File: src/rtl/board_rst_seq_if.sv
// Board-side pins of the reset sequencer: raw button and PLL lock in,
// staggered per-domain resets, ready flag and button event out.
interface board_rst_seq_if #(
   parameter int N_RST = 2
);
   logic             btn_i;
   logic             pll_lock_i;
   logic [N_RST-1:0] rst_o;
   logic             ready_o;
   logic             btn_evt_o;

   modport master (
      output btn_i, pll_lock_i,
      input  rst_o, ready_o, btn_evt_o
   );

   modport slave (
      input  btn_i, pll_lock_i,
      output rst_o, ready_o, btn_evt_o
   );
endinterface

File: src/rtl/board_rst_seq.sv
// Board reset sequencer: synchronises and debounces the reset button,
// qualifies on PLL lock, stretches a power-on reset and then releases the
// per-domain resets one after another (bit 0 first). A debounced press or
// a loss of lock drops every domain back into reset.
module board_rst_seq #(
   parameter int CLK_HZ         = 28_500_000,
   parameter int DEBOUNCE_MS    = 10,
   parameter int POR_CYCLES     = 1024,
   parameter int N_RST          = 2,
   parameter int STAGGER_CYCLES = 16,
   parameter bit BTN_ACTIVE_LOW = 1'b1
) (
   input logic            clk,
   input logic            rst,
   board_rst_seq_if.slave bus
);

   localparam int DB_CYCLES = CLK_HZ / 1000 * DEBOUNCE_MS;
   localparam int DB_W      = $clog2(DB_CYCLES + 1);
   localparam int POR_W     = $clog2(POR_CYCLES + 1);
   localparam int STG_W     = $clog2(STAGGER_CYCLES + 1);
   localparam int IDX_W     = $clog2(N_RST + 1);

   typedef enum logic [1:0] {HOLD, POR, REL, RUN} state_t;

   // The button is normalised before synchronising so that the cleared
   // synchroniser state means "not pressed" regardless of pin polarity.
   logic [1:0]       btn_sync;
   logic [1:0]       lock_sync;
   logic             pressed_s;
   logic             lock_s;

   logic             pressed_d;
   logic [DB_W-1:0]  db_cnt;
   logic             evt_q;

   state_t           state;
   logic [POR_W-1:0] por_cnt;
   logic [STG_W-1:0] stg_cnt;
   logic [IDX_W-1:0] idx;
   logic [N_RST-1:0] rst_q;
   logic             ready_q;
   logic             qual;

   assign pressed_s = btn_sync[1];
   assign lock_s    = lock_sync[1];
   assign qual      = lock_s & ~pressed_d;

   assign bus.rst_o     = rst_q;
   assign bus.ready_o   = ready_q;
   assign bus.btn_evt_o = evt_q;

   // Two-flop synchronisers for the asynchronous button and lock pins.
   always_ff @(posedge clk) begin
      if (rst) begin
         btn_sync  <= '0;
         lock_sync <= '0;
      end else begin
         btn_sync  <= {btn_sync[0], bus.btn_i ^ BTN_ACTIVE_LOW};
         lock_sync <= {lock_sync[0], bus.pll_lock_i};
      end
   end

   // Debounce: the stable state follows the input only after it has
   // differed for DB_CYCLES consecutive cycles; a press emits one pulse.
   always_ff @(posedge clk) begin
      if (rst) begin
         pressed_d <= 1'b0;
         db_cnt    <= '0;
         evt_q     <= 1'b0;
      end else begin
         evt_q <= 1'b0;
         if (pressed_s == pressed_d) begin
            db_cnt <= '0;
         end else if (db_cnt == DB_W'(DB_CYCLES - 1)) begin
            pressed_d <= pressed_s;
            db_cnt    <= '0;
            evt_q     <= pressed_s;
         end else begin
            db_cnt <= db_cnt + DB_W'(1);
         end
      end
   end

   // Sequencer: hold until qualified, stretch, then release domains one
   // per stagger period. Losing qualification outranks any release, and
   // released bits are only ever re-asserted all together.
   always_ff @(posedge clk) begin
      if (rst) begin
         state   <= HOLD;
         por_cnt <= '0;
         stg_cnt <= '0;
         idx     <= '0;
         rst_q   <= '1;
         ready_q <= 1'b0;
      end else if (state != HOLD && !qual) begin
         state   <= HOLD;
         por_cnt <= '0;
         stg_cnt <= '0;
         idx     <= '0;
         rst_q   <= '1;
         ready_q <= 1'b0;
      end else begin
         case (state)
            HOLD: begin
               if (qual) begin
                  state   <= POR;
                  por_cnt <= '0;
               end
            end
            POR: begin
               if (por_cnt == POR_W'(POR_CYCLES - 1)) begin
                  por_cnt <= '0;
                  rst_q   <= rst_q << 1;
                  if (N_RST == 1) begin
                     state   <= RUN;
                     ready_q <= 1'b1;
                  end else begin
                     state   <= REL;
                     idx     <= '0;
                     stg_cnt <= '0;
                  end
               end else begin
                  por_cnt <= por_cnt + POR_W'(1);
               end
            end
            REL: begin
               if (stg_cnt == STG_W'(STAGGER_CYCLES - 1)) begin
                  stg_cnt <= '0;
                  rst_q   <= rst_q << 1;
                  idx     <= idx + IDX_W'(1);
                  if (idx == IDX_W'(N_RST - 2)) begin
                     state   <= RUN;
                     ready_q <= 1'b1;
                  end
               end else begin
                  stg_cnt <= stg_cnt + STG_W'(1);
               end
            end
            RUN: begin
               ready_q <= 1'b1;
            end
            default: begin
               state <= HOLD;
               rst_q <= '1;
            end
         endcase
      end
   end

endmodule

File: src/flat_wrapper.sv
// flat-port wrapper written by rule: the top's interface ports become plain ports
module board_rst_seq_flat 
#(
   parameter int CLK_HZ         = 28_500_000,
   parameter int DEBOUNCE_MS    = 10,
   parameter int POR_CYCLES     = 1024,
   parameter int N_RST          = 2,
   parameter int STAGGER_CYCLES = 16,
   parameter bit BTN_ACTIVE_LOW = 1'b1
)
  (clk, rst, bus_btn_i, bus_pll_lock_i, bus_rst_o, bus_ready_o, bus_btn_evt_o);
  board_rst_seq_if #(.N_RST(N_RST)) bus_i ();
  input logic clk;
  input logic rst;
  input wire logic [$bits(bus_i.btn_i)-1:0] bus_btn_i;
  input wire logic [$bits(bus_i.pll_lock_i)-1:0] bus_pll_lock_i;
  output wire logic [$bits(bus_i.rst_o)-1:0] bus_rst_o;
  output wire logic [$bits(bus_i.ready_o)-1:0] bus_ready_o;
  output wire logic [$bits(bus_i.btn_evt_o)-1:0] bus_btn_evt_o;
  assign bus_i.btn_i = bus_btn_i;
  assign bus_i.pll_lock_i = bus_pll_lock_i;
  assign bus_rst_o = bus_i.rst_o;
  assign bus_ready_o = bus_i.ready_o;
  assign bus_btn_evt_o = bus_i.btn_evt_o;
  board_rst_seq #(.CLK_HZ(CLK_HZ), .DEBOUNCE_MS(DEBOUNCE_MS), .POR_CYCLES(POR_CYCLES), .N_RST(N_RST), .STAGGER_CYCLES(STAGGER_CYCLES), .BTN_ACTIVE_LOW(BTN_ACTIVE_LOW)) u_core (.clk(clk), .rst(rst), .bus(bus_i));
endmodule
File: config.mk
export PLATFORM = sky130hd
export DESIGN_NAME = board_rst_seq_flat
export DESIGN_NICKNAME = d
export VERILOG_FILES = /design/src/rtl/board_rst_seq_if.sv /design/src/rtl/board_rst_seq.sv /design/src/flat_wrapper.sv
export SDC_FILE = /design/constraint.sdc
export NUM_CORES = 1
export LEC_CHECK = 0
export BUFFER_PORTS_ARGS = -buffer_cell sky130_fd_sc_hd__buf_2
export CORE_MARGIN = 5
export CORE_UTILIZATION = 50
export CTS_CLUSTER_DIAMETER = 200
export DETAILED_ROUTE_END_ITERATION = 8
export MAX_ROUTING_LAYER = met4
export PLACE_DENSITY = 0.78
export SYNTH_ARGS = -nofsm -noshare
export SYNTH_HDL_FRONTEND = slang
export SYNTH_SLANG_ARGS = --single-unit
export TNS_END_PERCENT = 20
File: constraint.sdc
create_clock -name clk -period 4.25 [get_ports clk]
set_clock_uncertainty 0.05 [all_clocks]
set_input_delay 0.6375 -clock clk [delete_from_list [all_inputs] [get_ports clk]]
set_output_delay 0.6375 -clock clk [all_outputs]
set_load 0.02 [all_outputs]
Word level (Yosys, flattened, before mapping)
Cells that the tools add are included.
W data, S select, Z words.
- word-level logic and storage cells: 69
- register bits after elaboration: 48
- input bits: 4
- output and inout bits: 4
- add/subtract/negate cells: 4
- muxes and demuxes: 20
- reduce and logical (&&, ||, !) cells: 18
- eq/ne operators: 11
- bitwise logic cells: 5
- operator list (operator ; count):
    $mux W11 ; 2
    $pmux W11 S2 ; 1
    $add A19 B1 Y19 const B ; 1
    $eq A19 B19 Y1 const B ; 1
    $mux W2 ; 8
    $add A11 B1 Y11 const B ; 1
    $eq A11 B10 Y1 const B ; 1
    $mux W5 ; 2
    $pmux W5 S2 ; 1
    $ne A2 B1 Y1 const B ; 4
    $pmux W2 S2 ; 2
    $reduce_bool A2 Y1 ; 4
    $pmux W2 S3 ; 1
    $reduce_and A2 Y1 ; 3
    $reduce_and A3 Y1 ; 2
    $reduce_or A3 Y1 ; 2
    $add A5 B1 Y5 const B ; 1
    $eq A5 B4 Y1 const B ; 1
    $reduce_and A5 Y1 ; 1
    $eq A2 B2 Y1 const B ; 2
    $logic_not A2 Y1 ; 2
    $not A1 Y1 ; 4
    $reduce_bool A3 Y1 ; 1
    $add A2 B1 Y2 const B ; 1
    8 further kinds ; 9

Depth between registers and ports, before layout
- word-level depth: 5
- mapped depth: 7
- gate-level depth less buffers: 6

Worst setup path before layout
OpenSTA, ideal clock, no wires.
- path type: flip-flop to flip-flop
- start point: register u_core.db_cnt[7]
- end point: register u_core.db_cnt[14]
- stages on the path, launching flop included: 6
- clock period less this slack: 2012 ps
- path buffers: 1
- path slack: 2238 ps
- required time: 4085 ps
- setup time: 115 ps
- arrival time: 1847 ps
- path through: dfxtp_1 or4b_1 or4_4 o21ai_4 buf_4 nor2_1
- cells in the longest elaborated chain, start to end: 2
- elaborated cells on any way between the ends: 3
- those cells by class: add/sub: 1; eq/ne: 1; reduce/logical: 1
- RTL lines (item ; RTL line ; source):
    from (decl) ; board_rst_seq.sv:34 ; logic [DB_W-1:0] db_cnt;
    from (signal assigned) ; board_rst_seq.sv:80 ; db_cnt <= db_cnt + DB_W'(1);
    parallel branches: the longest is 2 deep, another holds $add A19 B1 Y19 ; n/a ;
Parallel ways; which one is timed is not known.
A chain may end at the register's enable or synchronous reset.

Final worst setup path
- start point: register u_core.state[0]
- end point: register u_core.por_cnt[0]
- cells in the longest elaborated chain, start to end: 3
- elaborated cells on any way between the ends: 9
- those cells by class: eq/ne: 2; mux: 1; reduce/logical: 6
- RTL lines (item ; RTL line ; source):
    from (decl) ; board_rst_seq.sv:37 ; state_t state;
    from (signal assigned) ; board_rst_seq.sv:90 ; state <= HOLD;
    from (signal assigned) ; board_rst_seq.sv:97 ; state <= HOLD;
    from (signal assigned) ; board_rst_seq.sv:107 ; state <= POR;
    $logic_not A2 Y1, or another cell as far along ; board_rst_seq.sv:104 ; case (state)
    $ne A2 B1 Y1 (no source line), or another cell as far along ; n/a ;
    $reduce_and A2 Y1 (no source line) / $reduce_or A2 Y1 (equally long branches) ; n/a ;
    to (signal assigned) ; board_rst_seq.sv:124 ; por_cnt <= por_cnt + POR_W'(1);
    to (decl) ; board_rst_seq.sv:38 ; logic [POR_W-1:0] por_cnt;
Several ways; a longest one is shown, not always the timed one.

==> reports/metrics.cfg <==
[floorplanning]
coreArea_um2 = 4350
start_util_pct = 51.8
placementRows = 24
die_area_um2 = 5960
io_pins = 8
die_h_um = 77.2
die_w_um = 77.2

[place]
gp_congestion = 0.809
placed_cells = 305
dp.final_hpwl_mm = 2.89
portBuffers = 7

[clock_tree]
hold_buffers = 0
cts_resized = 0
cts_tree = built
cts_root_buf = clkbuf_8
clk_latency_ns = 0.30
htree_levels = 2
cts_setup_buffers = 0
clock_sinks = 48
clk_pin_slew_ns = 0.09
cts_made_buffers = 5
cts.path.max_buffers = 2

[pwr]
comb_power_share_pct = 19.9
ir_worst_vdd_mv = 0.173
power.leakage_nw = 0.840
p_int_mw = 0.664
p_total_mw = 0.954
power_density_nw_per_um2 = 394
p_sw_share_pct = 30.4
clockPowerShare_pct = 29.7
net-switching-power_mw = 0.290
p_seq_share_pct = 50.4

[layout]
layout-drive-gt1-share_pct = 7.66
area_delta_synth_final_pct = 7.43
fillers = 400
nets = 274
final_common_cell = dfxtp_1
final_cell_mix = dfxtp_1, nor2_1, nand3_1
fin_cells = 313
n_antenna_cell = 0

[sta]
tns_ns = 0
max_freq_mhz = 393
rsz0062_at_grt = false
worstMarginPinSlew_ns = 1.19
setup_viol_count_final = 0
hold_viol_final = 0
finalCriticalPeriod_ns = 2.54
hold_ws_ns = 0.398
fin_crit_sh_pct = 59.8
slew_violations = 0
slew_headroom_pct = 19.6

[worst_setup_path]
cp.required_ns = 4.34
worstSetupPathType = reg2reg
cp-end-kind = flip-flop
critPathMaxFanout = 11
worstPathArrival_ns = 2.63
cp-start-kind = flip-flop

[synthesis]
synth-simple-area-share_pct = 24.7
synth_edf_count = 0
synth_seq_cells = 48
ys.flop_type = dfxtp_1
async_flop_share_pct = 0
synthesis.area_um2 = 2260
synth_mux_area_share_pct = 2.72
yosysSeqAreaShare_pct = 42.6
yosys.area_share.adder_pct = 5.55
synth_compound_area_share_pct = 12.3
avgSynthCellArea_um2 = 8.95
yosysWarnings = 0
synth_xor_area_share_pct = 8.93
syn-instance-count = 252
yosys.cell_types.count = 47
synth_top_family_by_area = simple AND/OR/NAND/NOR gates
synth_nets = 266

[grt]
grtUsageTotal_pct = 14.6
antenna_found_initial = 0
grt_pass1_vias = 1709
grt_start_max_net_pins = 20
grt-ovfl-total = 0
grt_pass1_wl_mm = 7.18

[routing]
detail-route-antenna-nets = 0
vias_per_cell = 5.65
dr.pass1.iters = 4
drc = 0
drt-total-wl_mm = 4.10
post_drt_wl_per_cell_um = 13.1
drt_iter0_drc = 77
vias = 1770

[flow_run]
maxCapViolCount = 0

[run_status]
status = finished clean

[min_path]
hold_path.class = reg2reg

[flip-flops by register name (all words and copies together), names as in the netlist, 2 cells and up]
name and cells:
u_core.btn_sync 2, u_core.lock_sync 2, u_core.por_cnt 11, u_core.state 2, u_core.bus.rst_o 2, u_core.idx 2, u_core.stg_cnt 5, u_core.db_cnt 19
[synthesized netlist by cell type, types with 6 or more instances]
library cell / count / area share [%]
inv_1: 12 / 2.0
xor2_1: 11 / 4.3
or3_1: 6 / 1.7
ha_1: 10 / 5.5
nor2_1: 32 / 5.3
nand3_1: 16 / 3.5
dfxtp_1: 48 / 43
a21oi_1: 12 / 2.7
xnor2_1: 12 / 4.7
o21ai_0: 10 / 2.2
nand2_1: 11 / 1.8
nand4_1: 7 / 1.9
[power by group through the flow]
stage	Clock, mW	Combinational [mW]	Sequential [mW]
global placement	0	0.185	0.490
CTS	0.291	0.189	0.481
finish	0.283	0.190	0.481
global route	0.310	0.211	0.484
floorplan	0	0.141	0.497
detailed placement	0	0.189	0.492
[metrics by stage]
step | instance area [µm²] | setup slack [ns] | util [%]
after global routing | 2420 | 1.51 | 55.7
final | 2420 | 1.71 | 55.7
after detailed placement | 2330 | 1.72 | 53.5
after floorplan | 2260 | 2.24 | -
after CTS | 2420 | 1.71 | 55.7
after global placement | 2330 | 1.88 | 53.5
[cell families after synthesis]
logic type	after synthesis
xor+xnor	23
fa+ha+maj	10
flops	48
buf+inv	18
mux	6
compound gates	42
simple gates	105
[layer usage]
metal	GRT usage, %	up-vias	share of wire, %
li1	-	913	-
met1	16.1	831	46
met2	25.0	18	49
met3	3.98	8	2.8
met4	5.15	0	1.7
met5	-	-	0
[worst max-delay path: stages (launching register included)]
cell and delay (ns):
dfxtp_1 0.42, inv_1 0.11, ha_1 0.27, nor2b_1 0.30, nor2_1 0.16, o21ai_0 0.96
nor2_1 0.12
[worst paths after layout]
path / end / from / cells past startpoint / slack, ns
worst max-delay path: u_core.por_cnt[0] / u_core.state[0] / 6 / 1.71
worst min-delay path: u_core.stg_cnt[4] / u_core.stg_cnt[4] / 2 / 0.40
worst max register to register: u_core.por_cnt[0] / u_core.state[0] / 6 / 1.71
worst min register to register: u_core.stg_cnt[4] / u_core.stg_cnt[4] / 2 / 0.40
[cell type report]
cell class / instances / area, µm² / share of cell area (%)
Tap cell: 52 / 65.1 / 2.68
Sequential cell: 48 / 961 / 39.6
Inverter: 12 / 45.0 / 1.86
Timing Repair Buffer: 7 / 35.0 / 1.45
Clock inverter: 1 / 7.51 / 0.310
Multi-Input combinational cell: 186 / 1220 / 50.5
Clock buffer: 7 / 86.3 / 3.56
Power figures use the tool's default switching activity.
